[config.mk]
export PLATFORM = sky130hd
export DESIGN_NAME = rvc_dmem_arb_5pl
export DESIGN_NICKNAME = d
export VERILOG_FILES = /design/src/rtl/rvc_asap_pkg.sv /design/src/rtl/rvc_arb_streak_cnt.sv /design/src/rtl/rvc_dmem_arb_5pl.sv
export SDC_FILE = /design/constraint.sdc
export NUM_CORES = 1
export LEC_CHECK = 0
export BUFFER_PORTS_ARGS = -buffer_cell sky130_fd_sc_hd__buf_2
export CELL_PAD_IN_SITES_DETAIL_PLACEMENT = 0
export CELL_PAD_IN_SITES_GLOBAL_PLACEMENT = 2
export CORE_ASPECT_RATIO = 1.1
export CORE_MARGIN = 2
export CORE_UTILIZATION = 15
export CTS_CLUSTER_SIZE = 28
export DETAILED_ROUTE_END_ITERATION = 10
export HOLD_SLACK_MARGIN = 0.1
export PLACE_DENSITY = 0.8
export SETUP_SLACK_MARGIN = 0.02
export SLEW_MARGIN = 20
export SYNTH_ARGS = -nofsm -noshare
export SYNTH_HDL_FRONTEND = slang
export SYNTH_SLANG_ARGS = --single-unit
[constraint.sdc]
create_clock -name i_clk -period 2.85 [get_ports i_clk]
set_input_delay 0.285 -clock i_clk [delete_from_list [all_inputs] [get_ports i_clk]]
set_output_delay 0.285 -clock i_clk [all_outputs]
set_load 0.05 [all_outputs]
[src/rtl/rvc_asap_pkg.sv]
// Shared types for the D_MEM arbiter: grant/response owner encoding and streak counter width.
// Imported by rvc_arb_streak_cnt and rvc_dmem_arb_5pl.
package rvc_asap_pkg;

  typedef enum logic [1:0] {
    ARB_NONE = 2'd0,
    ARB_CORE = 2'd1,
    ARB_EXT  = 2'd2
  } t_arb_owner;

  localparam int ARB_STREAK_W = 4;

endpackage : rvc_asap_pkg

[src/rtl/rvc_arb_streak_cnt.sv]
// Saturating count of consecutive core grants taken while the external requester waits.
// o_at_max tells the arbiter to force the external request through on this cycle.
module rvc_arb_streak_cnt
  import rvc_asap_pkg::*;
#(
  parameter int SAT = 4
) (
  input  logic i_clk,
  input  logic i_rst,
  input  logic i_inc,
  input  logic i_clr,
  output logic o_at_max
);

  localparam logic [ARB_STREAK_W-1:0] SAT_V = ARB_STREAK_W'(SAT);

  logic [ARB_STREAK_W-1:0] r_streak;

  // NOTE: sequential state uses non-blocking assignments so every flop samples pre-edge values.
  always_ff @(posedge i_clk) begin
    if (i_rst) begin
      r_streak <= '0;
    end else if (i_clr) begin
      r_streak <= '0;
    end else if (i_inc && (r_streak != SAT_V)) begin
      r_streak <= r_streak + 1'b1;
    end
  end

  assign o_at_max = (r_streak == SAT_V);

endmodule : rvc_arb_streak_cnt

[src/rtl/rvc_dmem_arb_5pl.sv]
// D_MEM port arbiter between the 5-stage core (Q103H request / Q104H data) and an external
// valid/ready requester. Define RVC_DMEM_ARB_PERF_EN to add grant/stall performance counters.
module rvc_dmem_arb_5pl
  import rvc_asap_pkg::*;
#(
  parameter int MAX_CORE_STREAK = 4,
  parameter int ADDR_W          = 32
) (
  input  logic              i_clk,
  input  logic              i_rst,
  // core, Q103H request / Q104H data
  input  logic              i_core_req_q103h,
  input  logic              i_core_wr_en_q103h,
  input  logic [ADDR_W-1:0] i_core_addr_q103h,
  input  logic [31:0]       i_core_wr_data_q103h,
  input  logic [3:0]        i_core_byte_en_q103h,
  output logic              o_core_stall,
  output logic [31:0]       o_core_rd_data_q104h,
  // external requester
  input  logic              i_ext_req_valid,
  output logic              o_ext_req_ready,
  input  logic              i_ext_wr_en,
  input  logic [ADDR_W-1:0] i_ext_addr,
  input  logic [31:0]       i_ext_wr_data,
  input  logic [3:0]        i_ext_byte_en,
  output logic              o_ext_rsp_valid,
  output logic [31:0]       o_ext_rd_data,
  // D_MEM port
  output logic [ADDR_W-1:0] o_mem_addr,
  output logic [31:0]       o_mem_wr_data,
  output logic [3:0]        o_mem_byte_en,
  output logic              o_mem_wr_en,
  output logic              o_mem_rd_en,
  input  logic [31:0]       i_mem_rd_data
`ifdef RVC_DMEM_ARB_PERF_EN
  ,
  output logic [31:0]       o_perf_ext_grant_cnt,
  output logic [31:0]       o_perf_core_stall_cnt
`endif
);

  t_arb_owner  w_grant;
  t_arb_owner  w_rsp_owner_nxt;
  t_arb_owner  r_rsp_owner;
  logic        w_at_max;
  logic        w_ext_rsp;
  logic [31:0] r_ext_rd_data;

  rvc_arb_streak_cnt #(
    .SAT (MAX_CORE_STREAK)
  ) u_streak (
    .i_clk    (i_clk),
    .i_rst    (i_rst),
    .i_inc    ((w_grant == ARB_CORE) && i_ext_req_valid),
    .i_clr    ((w_grant == ARB_EXT) || !i_ext_req_valid),
    .o_at_max (w_at_max)
  );

  // Grant is held at NONE while in reset so every strobe shows its reset value.
  // NOTE: every always_comb output gets a default first, so no path can infer a latch.
  always_comb begin
    w_grant         = ARB_NONE;
    w_rsp_owner_nxt = ARB_NONE;
    o_mem_addr      = '0;
    o_mem_wr_data   = '0;
    o_mem_byte_en   = '0;
    o_mem_wr_en     = 1'b0;
    o_mem_rd_en     = 1'b0;
    if (!i_rst) begin
      if (i_ext_req_valid && (!i_core_req_q103h || w_at_max)) begin
        w_grant = ARB_EXT;
      end else if (i_core_req_q103h) begin
        w_grant = ARB_CORE;
      end
    end
    case (w_grant)
      ARB_CORE: begin
        o_mem_addr      = i_core_addr_q103h;
        o_mem_wr_data   = i_core_wr_data_q103h;
        o_mem_byte_en   = i_core_byte_en_q103h;
        o_mem_wr_en     = i_core_wr_en_q103h;
        o_mem_rd_en     = !i_core_wr_en_q103h;
        w_rsp_owner_nxt = i_core_wr_en_q103h ? ARB_NONE : ARB_CORE;
      end
      ARB_EXT: begin
        o_mem_addr      = i_ext_addr;
        o_mem_wr_data   = i_ext_wr_data;
        o_mem_byte_en   = i_ext_byte_en;
        o_mem_wr_en     = i_ext_wr_en;
        o_mem_rd_en     = !i_ext_wr_en;
        w_rsp_owner_nxt = i_ext_wr_en ? ARB_NONE : ARB_EXT;
      end
      default: ;
    endcase
  end

  assign o_ext_req_ready = (w_grant == ARB_EXT);
  assign o_core_stall    = i_core_req_q103h && (w_grant == ARB_EXT);

  always_ff @(posedge i_clk) begin
    if (i_rst) begin
      r_rsp_owner   <= ARB_NONE;
      r_ext_rd_data <= '0;
    end else begin
      r_rsp_owner <= w_rsp_owner_nxt;
      if (r_rsp_owner == ARB_EXT) begin
        r_ext_rd_data <= i_mem_rd_data;
      end
    end
  end

  // A reset landing on the response cycle drops the pending Ext response.
  assign w_ext_rsp            = !i_rst && (r_rsp_owner == ARB_EXT);
  assign o_ext_rsp_valid      = w_ext_rsp;
  assign o_ext_rd_data        = i_rst ? '0 : (w_ext_rsp ? i_mem_rd_data : r_ext_rd_data);
  assign o_core_rd_data_q104h = i_mem_rd_data;

`ifdef RVC_DMEM_ARB_PERF_EN
  logic [31:0] r_perf_ext_grant_cnt;
  logic [31:0] r_perf_core_stall_cnt;

  always_ff @(posedge i_clk) begin
    if (i_rst) begin
      r_perf_ext_grant_cnt  <= '0;
      r_perf_core_stall_cnt <= '0;
    end else begin
      if (w_grant == ARB_EXT) r_perf_ext_grant_cnt <= r_perf_ext_grant_cnt + 32'd1;
      if (o_core_stall)       r_perf_core_stall_cnt <= r_perf_core_stall_cnt + 32'd1;
    end
  end

  assign o_perf_ext_grant_cnt  = r_perf_ext_grant_cnt;
  assign o_perf_core_stall_cnt = r_perf_core_stall_cnt;
`endif

endmodule : rvc_dmem_arb_5pl
==> flow_summary.json, run 1 <==
{
  "dr.pass1.iters": 4,
  "crit_start": "u_streak.r_streak[0]$_SDFFE_PP0P_",
  "synth_edf_count": 0,
  "hp-start": "i_core_wr_en_q103h",
  "die_h_microns": 143,
  "vdd_drop_max_mv": 0.230,
  "instances_no_fill": 858,
  "reg2reg_to": "u_streak.r_streak[3]$_SDFFE_PP0P_",
  "fin_crit_sh_pct": 96.0,
  "worst_slew_pin_slew_ns": 0.680,
  "crit_buf_inv": 4,
  "boundaryPins": 311,
  "cts_hold_buf": 0,
  "fp.dieW_microns": 130,
  "synth.distinct_cells": 27,
  "synth_area_per_cell_sq_um": 7.67,
  "reg2reg_setup_slack_ns": 0.92,
  "outcome": "finished, final reports clean",
  "hold_viol": 0,
  "grt_first_pass_wirelength_microns": 19600,
  "crit_fanout": 11,
  "p_per_area_nw_per_um2": 331,
  "min_period_ns": 2.74,
  "numCtsBuffers": 5,
  "slowest_stage": "dfxtp_2",
  "synth_area_sq_um": 2640,
  "cp.arrival_ns": 2.45,
  "syn_nets": 523,
  "leakagePower_nw": 2.53,
  "ys_seq_elements": 38,
  "cts_root_buf": "clkbuf_16",
  "clockBufferDepth": 2,
  "drive_above_1_share_pct": 59.3,
  "synth_top_family_by_area": "compound AO/OA/AOI/OAI gates",
  "grt.overflow.total": 0,
  "clk_pin_slew_ns": 0.05,
  "dp.cells": 837,
  "wl_per_cell_microns": 17.4,
  "synth_area_leader_cell": "dfxtp_1",
  "htreeDepth": 2,
  "nets": 799,
  "rsz0062_at_grt": "no",
  "gp_congestion": 0.758,
  "io_buffers": 310,
  "cap_violations": 0,
  "synth_compound_area_share_pct": 36.7,
  "critPathMaxStageDelay_ns": 0.33,
  "worstRegToRegCells": 10,
  "synth-xor-area-share_pct": 0,
  "core_area_sq_um": 17100,
  "cts_tree": "yes",
  "cp_top_family": "simple AND/OR/NAND/NOR gates",
  "endpoint_kind": "output port",
  "clkLatencyLatePin_ns": 0.28,
  "ys_top_cells_by_area": "dfxtp_1, a22o_1, a21oi_1",
  "via_per_inst": 4.26,
  "ys_async_sr_fraction_pct": 0,
  "nFillCells": 1910,
  "muxShareOfSynthArea_pct": 0.379,
  "synth_fa_ha_area_share_pct": 2.37,
  "grt_max_degree": 69,
  "synthTopCellsByCount": "nand2_1, a22o_1, a21oi_1",
  "antenna_found_initial": 4,
  "die_area_sq_um": 18700,
  "crit_cells": 11,
  "required_ns": 2.57,
  "crit-reg2reg-launch": "u_streak.r_streak[1]$_SDFFE_PP0P_",
  "critical_path_class": "flip-flop to output port",
  "syn_inst": 344,
  "setup_violations": 0,
  "area_delta_synth_final_pct": 96.4,
  "drtIter0Drc": 134,
  "slew_headroom_pct": 54.7,
  "setup.worst_path.end": "o_mem_wr_data[9]",
  "dp_hpwl_microns": 11000,
  "vias": 3657,
  "synth-simple-area-share_pct": 16.3,
  "cp_cell_sequence": "inv_2 > ha_4 > and3b_2 > nand2_1 > and3b_2 > ha_4 > nor2b_4 > buf_12 > clkbuf_16 > a22o_4 > buf_12",
  "cp-start-kind": "flip-flop",
  "ant_nets": 0,
  "drv_slew": 0,
  "first_global_vias": 3299,
  "ys_warn_count": 0,
  "hold_class": "input port to flip-flop",
  "initial_core_util_pct": 15.4,
  "seq_area_frac_synth_pct": 28.8,
  "tns_ns": 0,
  "globalRouteTotalUtil_pct": 13.8,
  "drc": 0,
  "yosysMostFrequentCell": "nand2_1",
  "synth_top_area_share_pct": 28.8,
  "max_freq_mhz": 365,
  "cts.sink_count": 38,
  "routed_wl_microns": 14900,
  "skew_ns": 0.00668,
  "rows": 50,
  "synthFlopType": "dfxtp_1"
}
## layout make-up
cell class / instances / area [sq um] / share of cell area (%)
repair buffers: 332 / 2320 / 44.7
inverters: 2 / 7.51 / 0.145
clock buffers: 7 / 143 / 2.75
well taps: 234 / 293 / 5.65
flip-flops and latches: 38 / 762 / 14.7
multi-input cells: 241 / 1650 / 31.8
diodes: 3 / 7.51 / 0.145
clock inverters: 1 / 5.00 / 0.0966
## flip-flops by register name (all words and copies together) (netlist names)
| register | flops |
|---|---|
| r_ext_rd_data | 32 |
| u_streak.r_streak | 4 |
| r_rsp_owner | 2 |
## routing by layer
layer	routed length [microns]	track usage, %	vias up	share of wire [%]
met5	13	0	-	0.087
met1	5980	16.8	1683	40
met4	175	2.74	2	1.2
li1	-	-	1759	-
met3	1450	3.86	16	9.7
met2	7330	24.3	197	49
## worst min path at each step
stage	end	slack [ns]	cells past startpoint
after detailed placement	r_ext_rd_data[30]$_SDFFE_PP0N_	0.46	2
after global placement	r_ext_rd_data[2]$_SDFFE_PP0N_	0.45	2
after CTS	r_rsp_owner[0]$_SDFF_PP0_	0.22	2
after global routing	r_rsp_owner[0]$_SDFF_PP0_	0.23	2
after floorplan	r_rsp_owner[0]$_SDFF_PP0_	0.36	1
final	r_rsp_owner[0]$_SDFF_PP0_	0.23	2
## layout by cell type (no fill, tap or decap), types with 8 or more instances in the layout
cell       netlist  final
buf_2           16    243
dfxtp_1         38     37
buf_4           32     39
clkbuf_16        0      8
buf_6            3     22
nand2_1         69     69
a22o_1          67     50
a21oi_1         66     66
a22o_4           0     15
buf_12           0     19
## cell families after synthesis
group                    count (synthesis)
flip-flops                              38
AND/OR/NAND/NOR                         94
adder cells (fa/ha/maj)                  5
AO/OA/AOI/OAI                          141
multiplexers                             1
buffers and inverters                   65
## metrics by stage
step / hold slack (ns) / power, mW / util (%) / instance area, sq um / worst slack [ns]
after floorplan: 0.356 / 0.882 / - / 2640 / 0.0913
after global placement: 0.452 / 1.10 / 26.0 / 4450 / 0.0383
after detailed placement: 0.458 / 1.09 / 26.0 / 4450 / 0.00398
after CTS: 0.221 / 1.71 / 28.2 / 4840 / 0.0200
after global routing: 0.229 / 1.79 / 30.2 / 5180 / 0.0102
final: 0.225 / 1.71 / 30.2 / 5180 / 0.114
## timing repair
action	CTS	global route
pin swaps	0	3
gates cloned	2	3
gates resized for setup	42	76
buffers inserted	5	0
endpoints found under the setup margin	67	67
## where the power goes
group | internal (mW) | switching (mW)
Clock | 0.347 | 0.219
Sequential | 0.534 | 0.000933
Combinational | 0.237 | 0.375
Total | 1.12 | 0.596
(Power assumes the default switching activity.)
==> run 2: changes to the inputs <==
CORE_UTILIZATION = 16   (was 15)
CTS_CLUSTER_DIAMETER = 150   (was not set)
PLACE_DENSITY = 0.85   (was 0.8)
clock period = 3.4 ns   (was 2.85 ns; I/O delays follow)
==> run 2 against run 1 <==
First-iteration DRC count shrank 6.7%. Flip-flop and latch count unchanged. Cell count down 4.8%. Wire length is 11% lower. Utilization is 2.5 points lower. Power is 22% lower. Final area decreased by 13%. Critical path type unchanged. Count of clock-buffer cells in the layout is 1 lower. Register-to-register slack better by 0.45 ns. Setup slack better by 0.25 ns.
==> flow_summary.json, run 2 (same netlist as run 1, synthesis figures left out) <==
{
  "dp_hpwl_microns": 10800,
  "setup_slack_ns": 0.365,
  "dr.pass1.iters": 4,
  "via_per_inst": 4.28,
  "die_area_sq_um": 17500,
  "grt_first_pass_wirelength_microns": 18800,
  "min_period_ns": 3.03,
  "antenna_found_initial": 1,
  "worstRegToRegCells": 9,
  "cp.arrival_ns": 2.69,
  "hold_depth": 2,
  "largestRegisters": "r_ext_rd_data x32, u_streak.r_streak x4, r_rsp_owner x2",
  "regMostFlops": "r_ext_rd_data",
  "ant_nets": 0,
  "vias": 3498,
  "hp-start": "i_core_wr_en_q103h",
  "max_freq_mhz": 330,
  "leakagePower_nw": 2.33,
  "clk_pin_slew_ns": 0.05,
  "vdd_drop_max_mv": 0.185,
  "io_buffers": 310,
  "clkLatencyLatePin_ns": 0.28,
  "clockBufferDepth": 2,
  "fp.dieW_microns": 126,
  "drv_slew": 0,
  "mostFrequentLayoutCells": "buf_2, nand2_1, a22o_1",
  "crit_fanout": 20,
  "numCtsBuffers": 5,
  "cts.sink_count": 38,
  "setup_violations": 0,
  "globalRouteTotalUtil_pct": 13.7,
  "fin_crit_sh_pct": 89.3,
  "crit_buf_inv": 4,
  "nets": 792,
  "cp_top_family": "buffers and inverters",
  "worst_slew_pin_slew_ns": 0.674,
  "area_delta_synth_final_pct": 70.6,
  "timing.hold.ws_ns": 0.285,
  "final_common_cell": "buf_2",
  "rsz0062_at_grt": "no",
  "place_ws_ns": 0.432,
  "antenna_cells": 0,
  "cap_violations": 0,
  "boundaryPins": 311,
  "die_h_microns": 139,
  "gp_congestion": 0.849,
  "routed_wl_microns": 13200,
  "grt_max_degree": 69,
  "register_area_sq_um": 761,
  "grt.overflow.total": 0,
  "hold_class": "input port to flip-flop",
  "drc": 0,
  "slew_headroom_pct": 55.0,
  "cts_tree": "yes",
  "reg2reg_setup_slack_ns": 1.37,
  "cts_hold_buf": 0,
  "nFillCells": 1869,
  "wl_per_cell_microns": 16.2,
  "hold_viol": 0,
  "multiInputGateArea_sq_um": 1490,
  "drive_above_1_share_pct": 54.8,
  "min_to": "r_rsp_owner[0]$_SDFF_PP0_",
  "critical_path_class": "flip-flop to output port",
  "finalPower_mw": 1.34,
  "drtIter0Drc": 125,
  "first_global_vias": 3216,
  "largest_register_ffs": 32,
  "crit-reg2reg-launch": "u_streak.r_streak[0]$_SDFFE_PP0P_",
  "required_ns": 3.06,
  "reg2reg_to": "r_rsp_owner[0]$_SDFF_PP0_",
  "p_per_area_nw_per_um2": 298,
  "skew_ns": 0.00603,
  "critPathMaxStageDelay_ns": 0.41,
  "rows": 49,
  "cp_cell_sequence": "inv_1 > ha_1 > and3b_1 > nand2_1 > and3b_1 > ha_1 > nor2b_4 > buf_12 > buf_12 > a22o_1 > buf_2",
  "slowest_stage": "ha_1",
  "core_area_sq_um": 16200,
  "outcome": "finished, final reports clean",
  "tns_ns": 0,
  "cts_root_buf": "clkbuf_16",
  "htreeDepth": 2,
  "endpoint_kind": "output port",
  "cp-start-kind": "flip-flop",
  "initial_core_util_pct": 16.2
}
==> run 2: area by class of cell <==
cell class              count  area share, %
repair buffers            325           41.2
clock inverters             1          0.167
multi-input cells         241           33.0
well taps                 204           5.67
inverters                   2          0.167
flip-flops and latches     38           16.9
clock buffers               6           2.86
==> run 2: worst max-delay path by stage <==
stage | start | end | slack, ns | depth (start not counted)
detailed placement | u_streak.r_streak[0]$_SDFFE_PP0P_ | o_mem_wr_data[1] | 0.43 | 10
finish | u_streak.r_streak[0]$_SDFFE_PP0P_ | o_mem_wr_data[1] | 0.37 | 11
floorplan | i_rst | o_mem_wr_data[0] | 0.55 | 8
CTS | u_streak.r_streak[0]$_SDFFE_PP0P_ | o_mem_wr_data[1] | 0.12 | 10
global placement | u_streak.r_streak[0]$_SDFFE_PP0P_ | o_mem_wr_data[1] | 0.45 | 10
global route | u_streak.r_streak[0]$_SDFFE_PP0P_ | o_mem_wr_data[1] | 0.18 | 11
==> run 2: stage by stage <==
step / area [sq um] / std cells / util [%]
floorplan: 2640 / 344 / -
global placement: 4320 / 807 / 26.6
detailed placement: 4320 / 807 / 26.6
CTS: 4460 / 814 / 27.4
global route: 4500 / 817 / 27.7
finish: 4500 / 817 / 27.7
==> run 2: what timing repair did <==
| action | CTS | global route |
|---|---|---|
| setup endpoints to repair | 0 | 42 |
| setup buffers | 0 | 3 |
| gates resized for setup | 0 | 0 |
| endpoints found under the hold margin | 0 | 0 |
==> run 2: power breakdown <==
part	total [mW]	switching, mW	internal [mW]
Clock	0.443	0.175	0.268
Combinational	0.452	0.297	0.154
Sequential	0.448	0.000753	0.447
Total	1.34	0.473	0.870
==> run 2: worst register-to-register path: stages, from the launching register on <==
cell and delay (ns):
dfxtp_1 0.33, inv_1 0.08, ha_1 0.18, and3b_1 0.22, nand2_1 0.08, and3b_1 0.17, ha_1 0.45, nor2b_4 0.08
buf_12 0.16, nor3b_2 0.15
==> run 2: per-layer routing <==
metal | part of all wire [%] | global-route usage [%] | vias to the layer above
li1 | - | - | 1736
met1 | 42 | 17.5 | 1547
met2 | 47 | 23.0 | 202
met3 | 9.6 | 3.90 | 11
met4 | 1.2 | 2.72 | 2
met5 | 0.098 | 0 | -
==> run 3: changes to the inputs <==
CORE_UTILIZATION = 18   (was 16)
GPL_ROUTABILITY_DRIVEN = 0   (was not set)
PLACE_DENSITY = 0.84   (was 0.85)
SYNTH_HIERARCHICAL = 1   (was not set)
==> run 3 against run 2 <==
Clock power up 5.2%. Sequential share of layout area down 1.2 points. Count of clock-buffer cells in the layout up 1. Wire length is 10% higher. Hold slack improved by 0.045 ns. Setup slack worse by 0.063 ns. Register-to-register slack lost 0.43 ns. Combinational power is 9.5% higher. Largest power group unchanged.
==> flow_summary.json, run 3 <==
{
  "syn_inst": 419,
  "instances_no_fill": 906,
  "hold_class": "input port to flip-flop",
  "cp.arrival_ns": 2.76,
  "leakagePower_nw": 2.37,
  "rows": 50,
  "grt_max_degree": 68,
  "drive_above_1_share_pct": 49.7,
  "rsz0062_at_grt": "no",
  "antenna_found_initial": 0,
  "synth.distinct_cells": 29,
  "drtIter0Drc": 193,
  "dp_hpwl_microns": 11800,
  "cap_violations": 0,
  "synth_compound_area_share_pct": 27.7,
  "synthFlopType": "dfxtp_1",
  "vdd_drop_max_mv": 0.197,
  "largest_register_ffs": 32,
  "dp.cells": 898,
  "htreeDepth": 2,
  "grt.overflow.total": 0,
  "ant_nets": 0,
  "initial_core_util_pct": 18.6,
  "wl_per_cell_microns": 16.1,
  "routed_wl_microns": 14600,
  "max_freq_mhz": 323,
  "ys_top_cells_by_area": "dfxtp_1, a22oi_1, nand4bb_1",
  "fp.dieW_microns": 131,
  "final_common_cell": "buf_2",
  "area_delta_synth_final_pct": 52.0,
  "drv_slew": 0,
  "regMostFlops": "r_ext_rd_data",
  "grt_first_pass_wirelength_microns": 21500,
  "ys_async_sr_fraction_pct": 0,
  "nFillCells": 1994,
  "syn_nets": 598,
  "clkLatencyLatePin_ns": 0.28,
  "synth_area_leader_cell": "dfxtp_1",
  "fin_crit_sh_pct": 91.1,
  "ys_seq_elements": 38,
  "critical_path_class": "flip-flop to output port",
  "cts_root_buf": "clkbuf_16",
  "required_ns": 3.06,
  "hold_viol": 0,
  "tns_ns": 0,
  "clk_pin_slew_ns": 0.05,
  "dr.pass1.iters": 4,
  "post-cts-setup-buffers": 0,
  "synth-xor-area-share_pct": 0,
  "mostFrequentLayoutCells": "buf_2, nor2_1, a22oi_1",
  "numCtsBuffers": 5,
  "outcome": "finished, final reports clean",
  "cts_hold_buf": 0,
  "synth-simple-area-share_pct": 31.1,
  "via_per_inst": 4.48,
  "yosysMostFrequentCell": "nor2_1",
  "die_h_microns": 143,
  "synth_edf_count": 0,
  "clockBufferDepth": 2,
  "first_global_vias": 3912,
  "synth_top_family_by_area": "simple AND/OR/NAND/NOR gates",
  "skew_ns": 0.00209,
  "synthTopCellsByCount": "nor2_1, a22oi_1, o21ai_0",
  "antenna_cells": 0,
  "synth_area_sq_um": 3180,
  "min_period_ns": 3.10,
  "core_area_sq_um": 17100,
  "ys_warn_count": 6,
  "p_per_area_nw_per_um2": 291,
  "setup_violations": 0,
  "nets": 850,
  "crit_fanout": 28,
  "synth_top_area_share_pct": 23.9,
  "cp-start-kind": "flip-flop",
  "synth_area_per_cell_sq_um": 7.59,
  "io_buffers": 310,
  "drc": 0,
  "seq_area_frac_synth_pct": 23.9,
  "vias": 4060,
  "cts.repair.resized": 0,
  "worst_slew_pin_slew_ns": 0.555,
  "cts.sink_count": 38,
  "cts_tree": "yes",
  "endpoint_kind": "output port",
  "slew_headroom_pct": 63.0,
  "boundaryPins": 311,
  "globalRouteTotalUtil_pct": 14.7,
  "largestRegisters": "r_ext_rd_data x32, u_streak/r_streak x4, r_rsp_owner x2",
  "die_area_sq_um": 18800,
  "muxShareOfSynthArea_pct": 0,
  "synth_fa_ha_area_share_pct": 1.97
}
-- run 3: cell count changes after synthesis, sizes merged, moves of 32 or more --
| cell | before | now |
|---|---|---|
| nand4bb | 0 | 32 |
| o21ai | 3 | 66 |
| nand2 | 69 | 1 |
| a22o | 67 | 0 |
| nand2b | 3 | 36 |
| nor2 | 3 | 71 |
| a21oi | 66 | 2 |
| a22oi | 2 | 69 |
-- run 3: worst max-delay path, stage by stage (launching register included) --
cell and delay (ns):
dfxtp_1 0.33, inv_1 0.08, ha_1 0.14, nand3b_1 0.12, inv_2 0.13, nand2b_1 0.13, and3b_1 0.19, ha_2 0.35
buf_4 0.34, a22oi_1 0.14, nor2_1 0.19, buf_2 0.31
-- run 3: per-stage QoR --
stage / hold WS [ns] / utilization, % / instance area (sq um) / power [mW] / setup WS [ns]
global placement: 0.466 / 27.4 / 4690 / 0.959 / 0.631
CTS: 0.328 / 28.2 / 4840 / 1.43 / 0.280
finish: 0.331 / 28.2 / 4840 / 1.41 / 0.302
global route: 0.352 / 28.2 / 4840 / 1.48 / 0.0872
floorplan: 0.414 / - / 3180 / 0.781 / 0.329
detailed placement: 0.473 / 27.4 / 4690 / 0.954 / 0.606
-- run 3: cell families (layout without fill, tap and decap cells) --
| family | count (synthesis) | in the layout |
|---|---|---|
| flops | 38 | 38 |
| buf+inv | 79 | 332 |
| fa+ha+maj | 5 | 5 |
| compound gates | 140 | 140 |
| simple gates | 157 | 157 |
-- run 3: path summary, 6_finish.rpt --
path | cells past startpoint | start | slack [ns] | to
worst max-delay path | 11 | u_streak/r_streak[0]$_SDFFE_PP0P_ | 0.30 | o_mem_wr_data[18]
worst max register to register | 11 | u_streak/r_streak[0]$_SDFFE_PP0P_ | 0.94 | u_streak/r_streak[3]$_SDFFE_PP0P_
worst min-delay path | 2 | i_rst | 0.33 | u_streak/r_streak[2]$_SDFFE_PP0P_
worst min register to register | 2 | r_ext_rd_data[7]$_SDFFE_PP0N_ | 0.48 | r_ext_rd_data[7]$_SDFFE_PP0N_
-- run 3: power breakdown --
group	total (mW)	switching [mW]	internal, mW
combinational	0.495	0.331	0.164
sequential	0.448	0.000685	0.447
clock	0.466	0.175	0.291
total	1.41	0.507	0.902
-- run 3: layer usage --
layer	wire length, microns	GRT usage, %
met4	470	5.77
met1	5900	17.2
met5	0	0
met3	1210	3.16
met2	7050	26.0
-- run 3: final cells by class --
type	instances	area, sq um	area share [%]
inverter	4	15.0	0.310
timing repair buffer	320	1680	34.7
clock inverter	1	5.00	0.103
multi-input combinational	302	1940	40.2
sequential	38	761	15.7
clock buffer	7	143	2.95
tap	234	293	6.05
